<file path="src/rtl/fetch_queue.sv">
// Instruction fetch queue: circular buffer of PC/instruction pairs between the
// I-memory response port and the IF/ID register. Option: FETCH_QUEUE_BYPASS_EN.
module fetch_queue #(
   parameter int DEPTH = 4,
   parameter int WIDTH = 32
) (
   input  logic                   CLK,
   input  logic                   RST_N,
   input  logic                   FLUSH,
   input  logic                   IN_VALID,
   output logic                   IN_READY,
   input  logic [31:0]            IN_PC,
   input  logic [WIDTH-1:0]       IN_IR,
   output logic                   OUT_VALID,
   input  logic                   OUT_READY,
   output logic [31:0]            OUT_PC,
   output logic [WIDTH-1:0]       OUT_IR,
   output logic [$clog2(DEPTH):0] COUNT
);

   localparam int AW = $clog2(DEPTH);
   localparam int CW = AW + 1;
   localparam logic [WIDTH-1:0] NOP = WIDTH'(32'h0000_0013);

   if (DEPTH < 2 || (DEPTH & (DEPTH - 1)) != 0) begin : g_depth_check
      $error("fetch_queue: DEPTH must be a power of two and at least 2");
   end

   logic [31:0]      mem_pc [DEPTH];
   logic [WIDTH-1:0] mem_ir [DEPTH];

   logic [AW-1:0] rp_q, wp_q;
   logic [CW-1:0] count_q;

   logic empty;
   logic bypass;
   logic out_valid;
   logic push;
   logic pop_mem;

   assign empty    = (count_q == '0);
   assign IN_READY = (count_q != CW'(DEPTH));
   assign COUNT    = count_q;

`ifdef FETCH_QUEUE_BYPASS_EN
   // An empty queue forwards the incoming entry straight to the head.
   assign bypass = empty & IN_VALID;
`else
   assign bypass = 1'b0;
`endif

   assign out_valid = (~empty | bypass) & ~FLUSH;
   assign OUT_VALID = out_valid;

   // A bypassed entry taken by the consumer in the same cycle never enters storage.
   assign push    = IN_VALID & IN_READY & ~FLUSH & ~(bypass & OUT_READY);
   assign pop_mem = out_valid & OUT_READY & ~bypass;

   // NOTE: every output of this block gets a default first, so no path leaves
   // it unassigned and no latch is inferred.
   always_comb begin
      OUT_PC = '0;
      OUT_IR = NOP;
      if (out_valid) begin
         if (bypass) begin
            OUT_PC = IN_PC;
            OUT_IR = IN_IR;
         end else begin
            OUT_PC = mem_pc[rp_q];
            OUT_IR = mem_ir[rp_q];
         end
      end
   end

   // NOTE: state uses non-blocking assignments so every register samples
   // pre-edge values regardless of block ordering.
   always_ff @(posedge CLK or negedge RST_N) begin
      if (!RST_N) begin
         rp_q    <= '0;
         wp_q    <= '0;
         count_q <= '0;
      end else if (FLUSH) begin
         rp_q    <= '0;
         wp_q    <= '0;
         count_q <= '0;
      end else begin
         if (push)    wp_q <= wp_q + AW'(1);
         if (pop_mem) rp_q <= rp_q + AW'(1);
         unique case ({push, pop_mem})
            2'b10:   count_q <= count_q + CW'(1);
            2'b01:   count_q <= count_q - CW'(1);
            default: count_q <= count_q;
         endcase
      end
   end

   // NOTE: storage has no reset; entries are only readable once count covers
   // them, so clearing the array would cost area without changing behaviour.
   always_ff @(posedge CLK) begin
      if (push) begin
         mem_pc[wp_q] <= IN_PC;
         mem_ir[wp_q] <= IN_IR;
      end
   end

endmodule

</file>
<file path="config.mk">
export PLATFORM = sky130hd
export DESIGN_NAME = fetch_queue
export DESIGN_NICKNAME = d
export VERILOG_FILES = /design/src/rtl/fetch_queue.sv
export SDC_FILE = /design/constraint.sdc
export NUM_CORES = 1
export LEC_CHECK = 0
export CORE_ASPECT_RATIO = 1.4
export CORE_MARGIN = 1
export CORE_UTILIZATION = 40
export DETAILED_ROUTE_END_ITERATION = 16
export PLACE_DENSITY = 0.58
export SLEW_MARGIN = 25
export SYNTH_ARGS = -nofsm -noshare
export SYNTH_HDL_FRONTEND = slang
export SYNTH_SLANG_ARGS = --single-unit
</file>
<file path="constraint.sdc">
create_clock -name CLK -period 3.55 [get_ports CLK]
set_clock_uncertainty 0.2 [all_clocks]
set_input_delay 0.5325 -clock CLK [delete_from_list [all_inputs] [get_ports CLK]]
set_output_delay 0.5325 -clock CLK [all_outputs]
set_load 0.02 [all_outputs]
</file>
==> results of run 1 <==
==> final timing paths <==
kind                       slack [ps]          to  startpoint
max in group asynchronous        2750     rp_q[1]       RST_N
min in group CLK                  410     wp_q[1]     wp_q[1]
max                               230  OUT_IR[27]    COUNT[0]
min                                90     rp_q[0]       RST_N
max reg2reg                       940    COUNT[1]    COUNT[0]
min reg2reg                       410     wp_q[1]     wp_q[1]
==> what timing repair did <==
item	4_1_cts	5_1_grt
gates cloned	0	0
setup buffers	3	1
endpoints found under the setup margin	3	4
==> cell usage in the layout (no fill, tap or decap), types with 2 or more instances in the layout <==
| cell type | instances |
|---|---|
| edfxtp_1 | 256 |
| xnor2_1 | 2 |
| o21ai_0 | 4 |
| a211oi_1 | 2 |
| buf_4 | 11 |
| and2_4 | 4 |
| clkbuf_16 | 25 |
| nand2_1 | 6 |
| ha_1 | 4 |
| clkdlybuf4s50_1 | 136 |
| dfrtp_4 | 2 |
| nor3_1 | 2 |
| clkinvlp_4 | 2 |
| clkinv_2 | 6 |
| a21oi_1 | 2 |
| buf_12 | 9 |
| and2_1 | 61 |
| clkinv_1 | 4 |
| clkbuf_1 | 3 |
| dfrtp_1 | 5 |
| nor2_1 | 4 |
| or3_1 | 4 |
| bufinv_16 | 3 |
| inv_1 | 3 |
| mux4_2 | 64 |
| nand2b_1 | 3 |
==> worst register-to-register path, delay by kind of cell (launching register included) <==
kind | cells | cell delay (ps)
buffers and inverters | 1 | 250
and+or+nand+nor | 4 | 980
DFF | 1 | 520
AOI/OAI and AO/OA | 1 | 100
adders and majority gates | 1 | 510
==> power by group through the flow <==
| stage | logic (mW) | registers [mW] | clock network [mW] |
|---|---|---|---|
| floorplan | 0.550 | 3.62 | 0 |
| global placement | 0.927 | 3.64 | 0 |
| detailed placement | 0.938 | 3.65 | 0 |
| CTS | 0.962 | 3.58 | 2.68 |
| global route | 1.02 | 3.58 | 2.78 |
| finish | 0.941 | 3.57 | 2.61 |
==> state kept, by name, indices dropped and copies added (netlist names) <==
signal / flops
wp_q: 2
mem_ir: 128
COUNT: 3
rp_q: 2
mem_pc: 128
==> per-layer routing <==
layer  track usage [%]  up-vias  wire length (um)
li1                  -     2219                 -
met1              18.7     2596              7710
met2              30.1      108             11200
met3              2.76       31              1000
met4              5.07        0               488
met5                 0        -                 0
==> logic make-up (layout without fill, tap and decap cells) <==
family	count (synthesis)	in the layout	share of synthesized area, %
XOR/XNOR	3	3	0.258
AO/OA/AOI/OAI	14	14	0.895
AND/OR/NAND/NOR	92	92	5.45
flip-flops	263	263	77.1
buffers and inverters	28	204	1.51
adder cells (fa/ha/maj)	5	5	0.687
multiplexers	64	64	14.1
==> metrics by stage <==
step | power [mW] | cells | area, um^2 | utilization, % | hold WS, ps
after floorplan | 4.17 | 469 | 10200 | - | 36.9
after global placement | 4.57 | 911 | 12100 | 48.5 | 354
after detailed placement | 4.59 | 911 | 12100 | 48.5 | 394
after CTS | 7.22 | 959 | 12900 | 51.9 | 77.6
after global routing | 7.38 | 960 | 12900 | 51.9 | 96.4
final | 7.13 | 960 | 12900 | 51.9 | 89.9
==> layout make-up <==
type | count | area (um^2) | share of cell area (%)
clock inverters | 17 | 168 | 1.30
inverters | 3 | 11.3 | 0.0873
repair buffers | 156 | 1620 | 12.6
clock buffers | 28 | 637 | 4.94
well taps | 315 | 394 | 3.05
multi-input cells | 178 | 2200 | 17.0
flip-flops and latches | 263 | 7870 | 61.0
==> reports/summary.txt, run 1 <==
Status - completed
Gate power share - 13.2%
Area grow syn2layout - 26.5%
Netlist Area Pre-Place - 10,200 um^2
Sw Ratio - 22.4%
RePlAce Congestion - 0.700
First-pass DRT Iterations - 4
Leak Pwr - 4.11 nW
Synth top cells by count - edfxtp_1 (256), and2_1 (65), mux4_2 (64), clkbuf_1 (11), buf_2 (9)
Fill count - 2,018
Clock Tree Root - clkbuf_16
H-Tree Depth - 1
WP buf/inv - 2
Dominant cells by area after synthesis - edfxtp_1 (75%), mux4_2 (14%), and2_1 (4.0%), dfrtp_1 (1.7%), buf_6 (0.55%)
Ports - 138
Starting DRC count in detailed routing - 198
Net Switching - 1.60 mW
Row count - 68
Share of layout cells above drive strength 1 - 20.3%
Fin crit share - 93.6%
Pint - 5.53 mW
Main flop type after synthesis - edfxtp_1
Min Tclk post-route - 3320 ps
Setup TNS - 0 ps
DR vias - 4,954
Clk pwr share - 36.7%
Crit path kind - reg2out
Sequential share of the synthesized area - 77.1%
Max Cap Viol - 0
Syn Inst Count - 469
Post-synth EDFFs - 256
Pin count of the biggest net entering global routing - 35
Congestion Overflow GR - 0
Routed WL per cell - 21.3 um
Reg2Reg Depth - 7
Place WS - 493 ps
Vias in the first global route - 5,507
Yosys warning count - 0
Net count, final - 701
Cell Pwr Density - 552 nW/um^2
Syn nets - 543
Max rail drop VDD - 0.000397 V
Die Wd - 137 um
Crit. path cell count - 5
Slowest stage delay, CP - 540 ps
CP max stage cell - clkdlybuf4s50_1
Worst EP required - 2820 ps
Setup crit start kind - register
CTS Buf Count - 25
RSZ-0062 raised after global routing - false
Slew HR - 67.5%
Vias/cell - 5.16
CTS Hold Buffers Added - 0
Clk_lat worst skew - 530 ps
Residual DRC - 0
CP Max Fanout - 30
#FFs+latches synth - 263
N_diodes - 0
Max clock buf depth - 3
Worst Hold Class - in2async
Initial Util - 41.1%
Die height - 191 um
Die area - 26,200 um^2
PortBufs - 137
Gr usage total - 16.2%
Fin. Hold Viols - 0
Core Box Area - 24,800 um^2
Slew @ Worst Pin - 485 ps
Number of library cell types mapped by synthesis - 34
Reg clk slew, reported paths - 70 ps
Initial antenna violation count - 0
CP arrival - 2590 ps
FMAX - 0.301 GHz
TritonCTS clock tree - built
Crit path max-delay family - buffers and inverters
Asr flop ratio synth - 2.66%
Dpl hpwl - 12.5 mm
Most common cell in the synthesized netlist - edfxtp_1
CP cell instances - nor3_2 > nor2_4 > buf_4 > and2_1 > clkdlybuf4s50_1
Syn_area_per_cell - 21.8 um^2
DRT antenna net count - 0
Final WS setup - 229 ps
Post-Route WL - 20.4 mm
Post-cts sizing count - 0
Share of the synthesized area in the top cell type - 75.4%
Top cell type by total area after synthesis - edfxtp_1
Endpoints failing setup - 0
Seq pwr share - 50.1%
Critical path capture point type - primary output
Sink Count - 263
Max-slew violations - 0
First-pass GRT wire length - 31.3 mm
No activity file was read; power rests on OpenSTA's default activity.
==> run 2: changes to the inputs <==
--- a/config.mk
+++ b/config.mk
@@ -5,6 +5,7 @@
 export SDC_FILE = /design/constraint.sdc
 export NUM_CORES = 1
 export LEC_CHECK = 0
+export CAP_MARGIN = 20
 export CORE_ASPECT_RATIO = 1.4
 export CORE_MARGIN = 1
 export CORE_UTILIZATION = 40
==> results of run 2 <==
No change in the layout: final DEF, timing and power equal those of run 1.
==> run 3: changes to the inputs <==
--- a/config.mk
+++ b/config.mk
@@ -5,7 +5,6 @@
 export SDC_FILE = /design/constraint.sdc
 export NUM_CORES = 1
 export LEC_CHECK = 0
-export CAP_MARGIN = 20
 export CORE_ASPECT_RATIO = 1.4
 export CORE_MARGIN = 1
 export CORE_UTILIZATION = 40
==> results of run 3 <==
No change in the layout: final DEF, timing and power equal those of run 1.
